File: config.mk
export PLATFORM = sky130hd
export DESIGN_NAME = uart_line_editor
export DESIGN_NICKNAME = d
export VERILOG_FILES = /design/src/rtl/uart_line_editor.sv
export SDC_FILE = /design/constraint.sdc
export NUM_CORES = 1
export LEC_CHECK = 0
export CAP_MARGIN = 0
export CELL_PAD_IN_SITES_DETAIL_PLACEMENT = 1
export CELL_PAD_IN_SITES_GLOBAL_PLACEMENT = 1
export CORE_ASPECT_RATIO = 1.25
export CORE_UTILIZATION = 45
export CTS_CLUSTER_DIAMETER = 40
export DETAILED_ROUTE_END_ITERATION = 12
export PLACE_DENSITY = 0.73
export SLEW_MARGIN = 20
export SYNTH_ARGS = -nofsm -noshare
export SYNTH_HDL_FRONTEND = slang
export SYNTH_SLANG_ARGS = --single-unit
File: constraint.sdc
create_clock -name clk -period 2.64 [get_ports clk]
set_clock_uncertainty 0.15 [all_clocks]
set_input_delay 0.396 -clock clk [delete_from_list [all_inputs] [get_ports clk]]
set_output_delay 0.396 -clock clk [all_outputs]
set_load 0.05 [all_outputs]
File: src/rtl/uart_line_editor.sv
// uart_line_editor: single-row line editor sitting between the UART byte
// receiver and the text engine. Keeps a ROW_CHARS buffer with a cursor,
// handles backspace/CR/LF/ESC, and overlays a blinking cursor on read-out.
module uart_line_editor #(
  parameter int         ROW_CHARS    = 16,
  parameter int         BLINK_CYCLES = 6000000,
  parameter logic [7:0] CURSOR_CHAR  = 8'h5F
) (
  input  logic                         clk,
  input  logic                         resetN,
  input  logic                         uartByteReady,
  input  logic [7:0]                   uartDataIn,
  input  logic [$clog2(ROW_CHARS)-1:0] charAddress,
  output logic [7:0]                   charOut,
  output logic [$clog2(ROW_CHARS):0]   cursorPos,
  output logic                         lineDone,
  output logic [$clog2(ROW_CHARS):0]   lineLength,
  output logic                         overflow
);

  localparam int AW = $clog2(ROW_CHARS);
  localparam int CW = $clog2(BLINK_CYCLES + 1);

  localparam logic [AW:0]   ROW_END    = (AW+1)'(ROW_CHARS);
  localparam logic [AW-1:0] LAST_IDX   = AW'(ROW_CHARS - 1);
  localparam logic [CW-1:0] BLINK_LAST = CW'(BLINK_CYCLES - 1);

  localparam logic [7:0] CH_SPACE = 8'h20;
  localparam logic [7:0] CH_BS    = 8'h08;
  localparam logic [7:0] CH_DEL   = 8'h7F;
  localparam logic [7:0] CH_CR    = 8'h0D;
  localparam logic [7:0] CH_LF    = 8'h0A;
  localparam logic [7:0] CH_ESC   = 8'h1B;

  typedef enum logic [1:0] {
    S_IDLE,
    S_DECODE,
    S_CLEAR
  } state_t;

  state_t        state_q, state_d;
  logic [7:0]    line_q [ROW_CHARS];
  logic [7:0]    line_d [ROW_CHARS];
  logic [AW:0]   cursor_q, cursor_d;
  logic          ready_prev_q;
  logic [7:0]    rx_byte_q, rx_byte_d;
  logic          pend_valid_q, pend_valid_d;
  logic [7:0]    pend_byte_q, pend_byte_d;
  logic          clear_pending_q, clear_pending_d;
  logic          last_cr_q, last_cr_d;
  logic [AW-1:0] clr_idx_q, clr_idx_d;
  logic          line_done_q, line_done_d;
  logic [AW:0]   line_len_q, line_len_d;
  logic          overflow_q, overflow_d;
  logic          blink_on_q, blink_on_d;
  logic [CW-1:0] blink_cnt_q, blink_cnt_d;
  logic [7:0]    char_out_q, char_out_d;

  logic          byte_event;
  logic          blink_restart;
  logic [AW:0]   cursor_dec;

  function automatic logic is_printable(input logic [7:0] b);
    return (b >= 8'h20) && (b <= 8'h7E);
  endfunction

  // A byte is one rising edge of the receiver's level-style valid.
  assign byte_event = uartByteReady && !ready_prev_q;

  // Editor FSM next state: byte decode, clear sweep and the one-entry pending slot.
  always_comb begin
    state_d         = state_q;
    line_d          = line_q;
    cursor_d        = cursor_q;
    rx_byte_d       = rx_byte_q;
    pend_valid_d    = pend_valid_q;
    pend_byte_d     = pend_byte_q;
    clear_pending_d = clear_pending_q;
    last_cr_d       = last_cr_q;
    clr_idx_d       = clr_idx_q;
    line_done_d     = 1'b0;
    line_len_d      = line_len_q;
    overflow_d      = overflow_q;
    blink_restart   = 1'b0;
    cursor_dec      = cursor_q - 1'b1;

    case (state_q)
      S_IDLE: begin
        if (pend_valid_q) begin
          rx_byte_d    = pend_byte_q;
          pend_valid_d = 1'b0;
          state_d      = S_DECODE;
          if (byte_event) begin
            pend_valid_d = 1'b1;
            pend_byte_d  = uartDataIn;
          end
        end else if (byte_event) begin
          rx_byte_d = uartDataIn;
          state_d   = S_DECODE;
        end
      end

      S_DECODE: begin
        state_d       = S_IDLE;
        blink_restart = 1'b1;
        last_cr_d     = (rx_byte_q == CH_CR);
        if (is_printable(rx_byte_q)) begin
          if (clear_pending_q) begin
            if (pend_valid_q) begin
              overflow_d = 1'b1;
            end
            pend_valid_d = 1'b1;
            pend_byte_d  = rx_byte_q;
            clr_idx_d    = '0;
            state_d      = S_CLEAR;
          end else if (cursor_q < ROW_END) begin
            line_d[cursor_q[AW-1:0]] = rx_byte_q;
            cursor_d                 = cursor_q + 1'b1;
          end else begin
            overflow_d = 1'b1;
          end
        end else begin
          case (rx_byte_q)
            CH_BS, CH_DEL: begin
              if (!clear_pending_q && (cursor_q != '0)) begin
                cursor_d                   = cursor_dec;
                line_d[cursor_dec[AW-1:0]] = CH_SPACE;
              end
            end
            CH_CR: begin
              line_done_d     = 1'b1;
              line_len_d      = cursor_q;
              clear_pending_d = 1'b1;
            end
            CH_LF: begin
              if (!last_cr_q) begin
                line_done_d     = 1'b1;
                line_len_d      = cursor_q;
                clear_pending_d = 1'b1;
              end
            end
            CH_ESC: begin
              clear_pending_d = 1'b0;
              overflow_d      = 1'b0;
              clr_idx_d       = '0;
              state_d         = S_CLEAR;
            end
            default: begin
            end
          endcase
        end
      end

      S_CLEAR: begin
        line_d[clr_idx_q] = CH_SPACE;
        clr_idx_d         = clr_idx_q + 1'b1;
        if (clr_idx_q == LAST_IDX) begin
          cursor_d        = '0;
          clear_pending_d = 1'b0;
          state_d         = S_IDLE;
          if (pend_valid_q && is_printable(pend_byte_q)) begin
            line_d[0]     = pend_byte_q;
            cursor_d      = 1;
            pend_valid_d  = 1'b0;
            last_cr_d     = 1'b0;
            blink_restart = 1'b1;
          end
        end
      end

      default: begin
        state_d = S_IDLE;
      end
    endcase

    // Bytes arriving while busy go to the pending slot; a full slot drops them.
    if (byte_event && (state_q != S_IDLE)) begin
      if (pend_valid_d) begin
        overflow_d = 1'b1;
      end else begin
        pend_valid_d = 1'b1;
        pend_byte_d  = uartDataIn;
      end
    end
  end

  // Blink timer: free-running half-period counter, restarted visible on input.
  always_comb begin
    blink_cnt_d = blink_cnt_q;
    blink_on_d  = blink_on_q;
    if (blink_restart) begin
      blink_cnt_d = '0;
      blink_on_d  = 1'b1;
    end else if (blink_cnt_q == BLINK_LAST) begin
      blink_cnt_d = '0;
      blink_on_d  = !blink_on_q;
    end else begin
      blink_cnt_d = blink_cnt_q + 1'b1;
    end
  end

  // Read path: buffer lookup with the cursor glyph overlaid during blink-on.
  always_comb begin
    char_out_d = line_q[charAddress];
    if (blink_on_q && ({1'b0, charAddress} == cursor_q) && (cursor_q < ROW_END) &&
        !clear_pending_q && (state_q == S_IDLE)) begin
      char_out_d = CURSOR_CHAR;
    end
  end

  // State registers; reset wipes the line and any partially decoded input.
  always_ff @(posedge clk or negedge resetN) begin
    if (!resetN) begin
      state_q         <= S_IDLE;
      for (int i = 0; i < ROW_CHARS; i++) begin
        line_q[i] <= CH_SPACE;
      end
      cursor_q        <= '0;
      ready_prev_q    <= 1'b0;
      rx_byte_q       <= '0;
      pend_valid_q    <= 1'b0;
      pend_byte_q     <= '0;
      clear_pending_q <= 1'b0;
      last_cr_q       <= 1'b0;
      clr_idx_q       <= '0;
      line_done_q     <= 1'b0;
      line_len_q      <= '0;
      overflow_q      <= 1'b0;
      blink_on_q      <= 1'b0;
      blink_cnt_q     <= '0;
      char_out_q      <= CH_SPACE;
    end else begin
      state_q         <= state_d;
      line_q          <= line_d;
      cursor_q        <= cursor_d;
      ready_prev_q    <= uartByteReady;
      rx_byte_q       <= rx_byte_d;
      pend_valid_q    <= pend_valid_d;
      pend_byte_q     <= pend_byte_d;
      clear_pending_q <= clear_pending_d;
      last_cr_q       <= last_cr_d;
      clr_idx_q       <= clr_idx_d;
      line_done_q     <= line_done_d;
      line_len_q      <= line_len_d;
      overflow_q      <= overflow_d;
      blink_on_q      <= blink_on_d;
      blink_cnt_q     <= blink_cnt_d;
      char_out_q      <= char_out_d;
    end
  end

  assign charOut    = char_out_q;
  assign cursorPos  = cursor_q;
  assign lineDone   = line_done_q;
  assign lineLength = line_len_q;
  assign overflow   = overflow_q;

endmodule
==> reports/metrics.cfg <==
[finish]
post-route-cell-area_um2=12300
regArea_um2=4980
fillers=2420
drive_gt1_share_pct=23.1
multiInputGateArea_um2=5220
final_common_cell=dfrtp_1
final_cell_mix=179 x dfrtp_1, 91 x nand2_1, 87 x o2bb2ai_1, 87 x buf_4, 66 x o21ai_0
syn2layout_area_growth_pct=16.8
insertedDiodeCount=0
nNetsFinal=1069

[clock_network]
tritoncts=done
root_buffer=clkbuf_16
clock_sinks=198
ctsHtreeMaxLevel=4
clk_latency_ns=0.45
clk_pin_slew_ns=0.08
cts_buffers=17
clock_path_buffers=2
cts_setup_buffers=0

[worst_setup_path]
cp-startpoint=rx_byte_q[4]
cp.arrival_ns=2.73
cp-end-kind=register
cp.required_ns=2.86
start_kind=register
worst_r2r_path_depth=7
r2r_start=rx_byte_q[4]
worstPathMaxFanout=10
crit_type=reg -> reg

[route]
antenna_violating_nets_post_route=0
wl_per_cell_um=25.9
routed_via_density=6.30
wl_mm=34.7
drc=4
first_iter_violations=578
routed-via-count=8437
dr.pass1.iters=9

[placement]
dpl.hpwl_mm=25.4
dpl-instance-area_um2=11700
gp_congestion=0.898
io_buffers=34
dp_slack_ns=0.104

[sta]
final_max_slew_viol_count=0
relSlewSlack_pct=32.1
hold_viol_final=0
clock.fmax_mhz=398
fin_crit_ns=2.51
setup_viol=0
fin_tns_setup_ns=0
setup_slack_ns=0.129
rsz0062_at_grt=no
tightest_slew_ns=1.01
post-route-period-util_pct=95.1

[yosys]
synth_area_um2=10500
ys_async_sr_fraction_pct=100
synth-seq-area-share_pct=47.2
ys_seq_elements=198
netlist_top_cells_area=dfrtp_1 43%, mux4_2 8.5%, o2bb2ai_1 7.2%
yosysWarnings=0
synth.avg_cell_area_um2=11.1
yosys_most_used_dff=dfrtp_1
syn_inst=952
syn_nets=982
synth_top_cell_by_area=dfrtp_1
yosys.area.top_type_share_pct=43.0
synth_edf_count=0
synth.distinct_cells=83

[outcome]
status=finished, violations left
violations=design-rule violations

[power]
p_int_mw=6.51
pwr-share-seq_pct=36.7
swShare_pct=39.9
finalPower_mw=10.8
p_switching_mw=4.32
leakage_nw=5.12
vdd_drop_max_v=0.000506
pwr_density_cell_nw_per_um2=879
clkPwrFrac_pct=23.9
combPwrFrac_pct=39.4

[job]
max-cap-violations=0

[grt]
first_global_vias=9108
grt.total_usage_pct=30.8
grt_max_degree=63
grt_overflow_total=0
antenna_found_initial=0
grt_pass1_wl_mm=55.5

[die]
coreArea_um2=23000
initial_core_util_pct=45.9
rows=62
die_h_um=173
die_x_um=139
dieArea_um2=24000
pin_count=35

[hold_path]
hp-start=uartByteReady
holdPathStages=1
hp-class=in -> reg

==> critical path, stage by stage (launching register included) <==
cell and delay, ns:
dfrtp_1 0.51, nand4_2 0.21, o21ai_4 0.37, nor2_1 0.16
buf_4 0.20, a211oi_1 0.29, a211o_1 0.36, o2bb2ai_1 0.17
==> cell families (layout without fill, tap and decap cells) <==
| kind of cell | Yosys count | after routing | synth area share [%] |
|---|---|---|---|
| xor+xnor | 28 | 28 | 2.33 |
| fa+ha+maj | 15 | 15 | 1.78 |
| buf+inv | 77 | 177 | 3.47 |
| simple gates | 295 | 295 | 14.4 |
| flops | 198 | 198 | 47.2 |
| mux | 61 | 61 | 10.6 |
| compound gates | 278 | 278 | 20.2 |
==> metal layers <==
metal / wire (um) / vias up / share of wire [%] / track usage (%)
met5: 0 / - / 0 / 0
met4: 2070 / 0 / 6.0 / 18.3
met3: 1240 / 91 / 3.6 / 4.79
met2: 17800 / 242 / 51 / 52.9
met1: 13700 / 4373 / 39 / 36.5
li1: - / 3731 / - / -
==> sequential cells by signal (all words and copies together) (netlist names), 2 cells and up <==
signal	flops
blink_cnt_q	23
charOut	8
clr_idx_q	4
cursorPos	5
lineLength	5
line_q	128
pend_byte_q	8
rx_byte_q	8
state_q	2
==> synth_stat cells (6+ instances only) <==
cell and count:
a21oi_1 26, a22o_1 6, a22oi_1 10, a31oi_1 10, and2_1 21, and3_1 13
buf_2 22, clkbuf_1 25, dfrtp_1 181, dfstp_2 17, ha_1 15, inv_1 17
mux2_2 9, mux2i_1 12, mux4_2 40, nand2_1 91, nand3_1 34, nand4_1 12
nor2_1 58, nor2b_1 10, nor3_1 13, o21ai_0 66, o22ai_1 14, o2bb2ai_1 87
o31ai_1 7, or2_2 9, xnor2_1 10, xor2_1 18
==> layout make-up <==
type / count / share of cell area [%]
sequential: 198 / 40.4
tap: 288 / 2.93
clock inverter: 13 / 1.11
timing repair buffer: 127 / 9.03
inverter: 18 / 0.610
clock buffer: 19 / 3.51
multi-input combinational: 677 / 42.4
==> final timing paths <==
check	slack [ns]	to
worst max-delay path	0.13	line_q[41]
worst min-delay path	0.25	ready_prev_q
worst max register to register	0.13	line_q[41]
worst min register to register	0.33	line_q[5]
max in group asynchronous	1.30	pend_byte_q[3]
min in group asynchronous	0.36	line_q[27]
==> stage by stage <==
stage	hold slack, ns	util, %	cells
final	0.247	53.6	1340
after global routing	0.259	53.6	1340
after CTS	0.231	53.6	1340
after detailed placement	0.284	51.1	1307
after global placement	0.285	51.1	1307
after floorplan	-0.0496	-	952
==> what timing repair did <==
| item | in CTS | in global routing |
|---|---|---|
| hold endpoints to repair | 47 | 0 |
| endpoints found under the setup margin | 0 | 15 |
| gates resized for setup | 0 | 3 |
| hold buffers | 1 | 0 |
==> power by group through the flow <==
stage,Combinational [mW],Clock [mW],Sequential [mW]
6_report,4.27,2.59,3.98
5_1_grt,4.61,2.74,4.02
4_1_cts,4.26,2.64,3.97
3_5_place_dp,4.23,0,4.02
3_3_place_gp,4.14,0,4.00
2_1_floorplan,2.70,0,3.98
(Power assumes the default switching activity.)
